$ cat src/rtl/bp_dir_ctrl_if.sv
// Decode/execute-facing signal bundle of the branch-direction predictor.
// The master side is the pipeline; the slave side is the predictor.
interface bp_dir_ctrl_if #(
  parameter int unsigned CNT_W = 16
);
  logic             LookupD;
  logic [31:0]      PCD;
  logic             PredTakenD;
  logic             StallD;
  logic             ResolveE;
  logic             TakenE;
  logic             MispredE;
  logic             FlushQ;
  logic             QEmpty;
  logic             ResolveErr;
  logic [CNT_W-1:0] PredCnt;
  logic [CNT_W-1:0] MispredCnt;

  modport master (
    output LookupD, PCD, ResolveE, TakenE, FlushQ,
    input  PredTakenD, StallD, MispredE, QEmpty, ResolveErr, PredCnt, MispredCnt
  );

  modport slave (
    input  LookupD, PCD, ResolveE, TakenE, FlushQ,
    output PredTakenD, StallD, MispredE, QEmpty, ResolveErr, PredCnt, MispredCnt
  );
endinterface

$ cat src/rtl/bp_dir_ctrl.sv
// Gshare-indexed 2-bit counter direction predictor with an in-order in-flight
// prediction queue, speculative/committed history and resolve statistics.
module bp_dir_ctrl #(
  parameter int unsigned IDX_BITS = 4,
  parameter int unsigned GHR_BITS = 4,
  parameter int unsigned QDEPTH   = 4,
  parameter int unsigned CNT_W    = 16
) (
  input  logic        clk,
  input  logic        reset,
  bp_dir_ctrl_if.slave bus
);

  localparam int unsigned TBL_SIZE = 1 << IDX_BITS;
  localparam int unsigned PTR_W    = (QDEPTH > 1) ? $clog2(QDEPTH) : 1;
  localparam int unsigned OCC_W    = $clog2(QDEPTH + 1);

  typedef struct packed {
    logic [IDX_BITS-1:0] idx;
    logic                pred;
    logic [GHR_BITS-1:0] ghr;
  } qent_t;

  logic [1:0]          tbl [TBL_SIZE];
  qent_t               q   [QDEPTH];
  logic [PTR_W-1:0]    rd_ptr, wr_ptr;
  logic [OCC_W-1:0]    occ;
  logic [GHR_BITS-1:0] spec_ghr, comm_ghr;
  logic [CNT_W-1:0]    pred_cnt, mis_cnt;
  logic                resolve_err;

  logic [IDX_BITS-1:0] idx;
  logic                pred_raw;
  logic                q_empty, q_full;
  logic                do_resolve, mispred, stall, push, clear_q;
  qent_t               head;
  logic [1:0]          ctr_cur, ctr_nxt;
  logic [GHR_BITS-1:0] comm_nxt;

  // Lookup path and queue control
  always_comb begin
    idx        = bus.PCD[IDX_BITS+1:2] ^ IDX_BITS'(spec_ghr);
    pred_raw   = tbl[idx][1];
    q_empty    = (occ == '0);
    q_full     = (occ == OCC_W'(QDEPTH));
    head       = q[rd_ptr];
    do_resolve = bus.ResolveE && !q_empty && !reset;
    mispred    = do_resolve && (head.pred != bus.TakenE);
    // A correct same-cycle pop frees a slot, so a push at full still goes in
    stall      = q_full && !(bus.ResolveE && !mispred) && !reset;
    push       = bus.LookupD && !stall && !mispred && !bus.FlushQ && !reset;
    clear_q    = mispred || bus.FlushQ;
    comm_nxt   = do_resolve ? {comm_ghr[GHR_BITS-2:0], bus.TakenE} : comm_ghr;
  end

  // Saturating counter step for the resolving entry
  always_comb begin
    ctr_cur = tbl[head.idx];
    ctr_nxt = ctr_cur;
    if (bus.TakenE) begin
      if (ctr_cur != 2'b11) ctr_nxt = ctr_cur + 2'd1;
    end else begin
      if (ctr_cur != 2'b00) ctr_nxt = ctr_cur - 2'd1;
    end
  end

  assign bus.PredTakenD = bus.LookupD && pred_raw && !reset;
  assign bus.StallD     = stall;
  assign bus.MispredE   = mispred;
  assign bus.QEmpty     = q_empty;
  assign bus.ResolveErr = resolve_err;
  assign bus.PredCnt    = pred_cnt;
  assign bus.MispredCnt = mis_cnt;

  always_ff @(posedge clk) begin
    if (reset) begin
      for (int unsigned i = 0; i < TBL_SIZE; i++) tbl[IDX_BITS'(i)] <= 2'b00;
      rd_ptr      <= '0;
      wr_ptr      <= '0;
      occ         <= '0;
      spec_ghr    <= '0;
      comm_ghr    <= '0;
      pred_cnt    <= '0;
      mis_cnt     <= '0;
      resolve_err <= 1'b0;
    end else begin
      if (do_resolve) begin
        tbl[head.idx] <= ctr_nxt;
        comm_ghr      <= comm_nxt;
        if (pred_cnt != '1) pred_cnt <= pred_cnt + CNT_W'(1);
        if (mispred && (mis_cnt != '1)) mis_cnt <= mis_cnt + CNT_W'(1);
      end
      if (bus.ResolveE && q_empty) resolve_err <= 1'b1;

      // Mispredict or flush: younger entries are wrong-path, restart from committed history
      if (clear_q) begin
        rd_ptr   <= '0;
        wr_ptr   <= '0;
        occ      <= '0;
        spec_ghr <= comm_nxt;
      end else begin
        if (push) begin
          wr_ptr   <= wr_ptr + PTR_W'(1);
          spec_ghr <= {spec_ghr[GHR_BITS-2:0], pred_raw};
        end
        if (do_resolve) rd_ptr <= rd_ptr + PTR_W'(1);
        occ <= occ + OCC_W'(push) - OCC_W'(do_resolve);
      end
    end
  end

  always_ff @(posedge clk) begin
    if (push) q[wr_ptr] <= '{idx: idx, pred: pred_raw, ghr: spec_ghr};
  end

  // Every older branch resolved correctly, so the head's history must be the committed one
  always_ff @(posedge clk) begin
    if (!reset && do_resolve) assert (head.ghr == comm_ghr);
  end

  logic unused_ok;
  assign unused_ok = ^{bus.PCD[31:IDX_BITS+2], bus.PCD[1:0], head.ghr};

endmodule

$ cat src/flat_wrapper.sv
// flat-port wrapper written by rule: the top's interface ports become plain ports
module bp_dir_ctrl_flat 
#(
  parameter int unsigned IDX_BITS = 4,
  parameter int unsigned GHR_BITS = 4,
  parameter int unsigned QDEPTH   = 4,
  parameter int unsigned CNT_W    = 16
)
  (clk, reset, bus_LookupD, bus_PCD, bus_ResolveE, bus_TakenE, bus_FlushQ, bus_PredTakenD, bus_StallD, bus_MispredE, bus_QEmpty, bus_ResolveErr, bus_PredCnt, bus_MispredCnt);
  bp_dir_ctrl_if #(.CNT_W(CNT_W)) bus_i ();
  input  logic clk;
  input  logic reset;
  input wire logic [$bits(bus_i.LookupD)-1:0] bus_LookupD;
  input wire logic [$bits(bus_i.PCD)-1:0] bus_PCD;
  input wire logic [$bits(bus_i.ResolveE)-1:0] bus_ResolveE;
  input wire logic [$bits(bus_i.TakenE)-1:0] bus_TakenE;
  input wire logic [$bits(bus_i.FlushQ)-1:0] bus_FlushQ;
  output wire logic [$bits(bus_i.PredTakenD)-1:0] bus_PredTakenD;
  output wire logic [$bits(bus_i.StallD)-1:0] bus_StallD;
  output wire logic [$bits(bus_i.MispredE)-1:0] bus_MispredE;
  output wire logic [$bits(bus_i.QEmpty)-1:0] bus_QEmpty;
  output wire logic [$bits(bus_i.ResolveErr)-1:0] bus_ResolveErr;
  output wire logic [$bits(bus_i.PredCnt)-1:0] bus_PredCnt;
  output wire logic [$bits(bus_i.MispredCnt)-1:0] bus_MispredCnt;
  assign bus_i.LookupD = bus_LookupD;
  assign bus_i.PCD = bus_PCD;
  assign bus_i.ResolveE = bus_ResolveE;
  assign bus_i.TakenE = bus_TakenE;
  assign bus_i.FlushQ = bus_FlushQ;
  assign bus_PredTakenD = bus_i.PredTakenD;
  assign bus_StallD = bus_i.StallD;
  assign bus_MispredE = bus_i.MispredE;
  assign bus_QEmpty = bus_i.QEmpty;
  assign bus_ResolveErr = bus_i.ResolveErr;
  assign bus_PredCnt = bus_i.PredCnt;
  assign bus_MispredCnt = bus_i.MispredCnt;
  bp_dir_ctrl #(.IDX_BITS(IDX_BITS), .GHR_BITS(GHR_BITS), .QDEPTH(QDEPTH), .CNT_W(CNT_W)) u_core (.clk(clk), .reset(reset), .bus(bus_i));
endmodule
$ cat config.mk
export PLATFORM = sky130hd
export DESIGN_NAME = bp_dir_ctrl_flat
export DESIGN_NICKNAME = d
export VERILOG_FILES = /design/src/rtl/bp_dir_ctrl_if.sv /design/src/rtl/bp_dir_ctrl.sv /design/src/flat_wrapper.sv
export SDC_FILE = /design/constraint.sdc
export NUM_CORES = 1
export LEC_CHECK = 0
export ABC_AREA = 1
export ABC_CLOCK_PERIOD_IN_PS = 3100
export CAP_MARGIN = 20
export CORE_UTILIZATION = 55
export DETAILED_ROUTE_END_ITERATION = 8
export PLACE_DENSITY_LB_ADDON = 0.05
export SYNTH_ARGS = -nofsm -noshare
export SYNTH_HDL_FRONTEND = slang
export SYNTH_SLANG_ARGS = --single-unit
$ cat constraint.sdc
create_clock -name clk -period 3.1 [get_ports clk]
set_input_delay 0.62 -clock clk [delete_from_list [all_inputs] [get_ports clk]]
set_output_delay 0.62 -clock clk [all_outputs]
set_load 0.03 [all_outputs]
==> flow_summary.ini <==
[clock_tree]
cts.reportedPaths.clkPinSlew_ns = 0.09
cts_root_buf = clkbuf_8
clk_latency_ns = 0.38
cts_resized = 0
cts.htree.levels = 3
cts_tree = built
cts_setup_buffers = 0
clock_path_buffers = 2
cts.sinks = 102
cts_buffers = 9
cts-hold-fix-buffers = 0

[logic_synthesis]
syn-instance-count = 671
ys_types = 34
synth-seq-area-share_pct = 48.9
synth_area_leader_cell = edfxtp_1
syn_avg_cell_area_um2 = 7.81
synth_area_um2 = 5240
ys_ff_latch = 102
yosysWarnings = 0
synth.top_cell.area_share_pct = 29.8
synth.net_count = 718
synth.area.top_cells = edfxtp_1 30%, dfxtp_1 19%, nand2_1 15%

[floorplanning]
num_rows = 35
start_util_pct = 56.8
ios = 75
die_height_um = 99.6
dieArea_um2 = 9930
die_x_um = 99.6
fp.coreArea_um2 = 9240

[setup_path]
crit_required_ns = 2.48
end_kind = primary output
regToRegSetupSlack_ns = 0.64
cp.arrival_ns = 2.25
worstSetupPathType = in -> out
r2r-end = u_core.tbl[7][0]
path_max_fanout = 17
endpoint = bus_PredTakenD
r2r_cells = 7
crit_path_start_kind = input pin
crit_start = bus_PCD[2]

[routing]
dr.pass1.iters = 5
vias_per_cell = 5.22
wl_per_cell_um = 13.8
drc_errors = 0
drt-total-wl_um = 11900
num_vias = 4501
ant_nets = 0
drtIter0Drc = 263

[place]
gp_congestion = 0.906
port_buffers = 46
dp.final_hpwl_um = 8510
placed_cells = 847

[power]
p_leak_nw = 2.48
power.density_nw_per_um2 = 433
ir_drop_mv = 0.255

[min_path]
hold_path.class = reg -> reg

[finish]
syn2layout_area_growth_pct = 17.0
nets = 776
stdcell_count = 863
drive_above_1_share_pct = 9.67
antenna_cells = 0
fill_cells = 832
fin_util_pct = 66.4

[global_route]
grt_max_degree = 43
antenna_found_initial = 0
grt_use_met2_pct = 44.2
met1_usage_pct = 32.3
grt_pass1_vias = 4326
top_usage_layer = met2
grt_pass1_wl_um = 20000
use_met3_pct = 4.99
grt_overflow = 0
grt_usage_pct = 25.6

[timing]
min_period_ns = 2.87
finalClockSkew_ns = 0.0148
hold_viol = 0
drv_slew = 0
fin_tns_setup_ns = 0
setup_viol = 0
relSlewSlack_pct = 49.5
fmax_ghz = 0.349
period_share_pct = 92.5
rsz0062_at_grt = no
worstMarginPinSlew_ns = 0.752

[outcome]
status = finished, final reports clean

[flow_run]
maxCapViolCount = 0
## logic make-up (layout without fill, tap and decap cells)
| family | count (synthesis) | in the layout | share of synthesized area, % |
|---|---|---|---|
| compound gates | 68 | 68 | 7.18 |
| fa+ha+maj | 9 | 9 | 2.29 |
| simple gates | 386 | 386 | 32.3 |
| buf+inv | 96 | 159 | 7.71 |
| flops | 102 | 102 | 48.9 |
| xor+xnor | 10 | 10 | 1.67 |
## Yosys cell counts, drive strengths merged
master	n
nand3b	8
o21ai	21
clkinv	1
ha	8
a41oi	1
edfxtp	52
nor3b	3
inv	75
nor2	85
dfxtp	50
clkbuf	7
nand2	218
o21a	3
or2	3
fa	1
nand3	45
buf	13
a21oi	33
xnor2	6
a211oi	1
nand4	4
nor3	19
nor4	1
o211ai	9
xor2	4
## where the power goes
group / total (W) / leakage (nW) / internal (W) / switching, W
combinational: 0.000223 / 1.45 / 0.0000724 / 0.000151
clock: 0.000983 / 0.119 / 0.000474 / 0.000509
sequential: 0.00145 / 0.914 / 0.00144 / 0.0000106
total: 0.00266 / 2.48 / 0.00199 / 0.000670
## per-layer routing
layer  part of all wire [%]  up-vias  routed length [um]
met3                    5.7       19                 678
met2                     50      123                5970
met1                     43     2081                5080
li1                       -     2278                   -
met4                    1.8        0                 221
met5                      0        -                   0
## sequential cells by signal (all words and copies together) (netlist names), 3 cells and up, named ones only
register,flops
u_core.comm_ghr,4
u_core.tbl,32
u_core.bus.MispredCnt,16
u_core.occ,3
u_core.bus.PredCnt,16
u_core.spec_ghr,4
u_core.q,20
## layout make-up
cell class / instances / area (um2) / area share, %
Clock buffer: 9 / 124 / 2.02
Multi-Input combinational cell: 473 / 2280 / 37.1
Timing Repair Buffer: 67 / 611 / 9.95
Tap cell: 129 / 161 / 2.63
Inverter: 76 / 285 / 4.65
Clock inverter: 7 / 114 / 1.86
Sequential cell: 102 / 2560 / 41.8
## through the flow
stage               hold slack [ns]  area, um2  worst slack [ns]  power, W
finish                        0.466       6130             0.231   0.00266
global route                  0.511       6130            0.0698   0.00275
global placement              0.441       5900             0.196   0.00170
floorplan                     0.474       5240             0.368   0.00163
CTS                           0.470       6130             0.223   0.00267
detailed placement            0.447       5900             0.149   0.00170
## critical path, cell delays in order
cell and delay [ns]:
clkdlybuf4s50_1 0.49, inv_1 0.05, nand2_1 0.05, nand2_1 0.04
buf_4 0.18, o211ai_1 0.20, nand3_1 0.12, nand3_1 0.11
nand2_1 0.09, nor2_1 0.12, buf_4 0.18
## layout by cell type (no fill, tap or decap)
cell type	instances
xor2_1	4
inv_2	2
a41oi_1	1
o21ai_1	3
clkinv_4	1
a211oi_1	1
or2_2	3
buf_4	24
nand2_4	3
nand3_1	43
ha_1	8
a21oi_1	33
inv_6	2
edfxtp_1	52
nand2_2	3
nor3_1	18
nand3_4	2
clkdlybuf4s50_1	43
inv_1	73
nor2_1	68
inv_8	1
nor4_1	1
clkinv_1	1
nor2_2	17
nand3b_1	8
nand4_1	4
fa_1	1
o21ai_0	18
nor3b_1	3
nand2_1	212
o211ai_1	9
bufinv_16	2
dfxtp_1	50
nor3_2	1
clkinv_8	1
o21a_1	3
xnor2_1	6
clkbuf_8	9
## worst min-delay path by stage
stage                                         start                         to  cells after the start
after global placement        u_core.bus.ResolveErr      u_core.bus.ResolveErr                      2
final                         u_core.bus.ResolveErr      u_core.bus.ResolveErr                      2
after global routing      u_core.bus.MispredCnt[13]  u_core.bus.MispredCnt[13]                      2
after floorplan                  u_core.spec_ghr[3]         u_core.spec_ghr[3]                      2
after detailed placement      u_core.bus.ResolveErr      u_core.bus.ResolveErr                      2
after CTS                     u_core.bus.ResolveErr      u_core.bus.ResolveErr                      2
(Power assumes the default switching activity.)
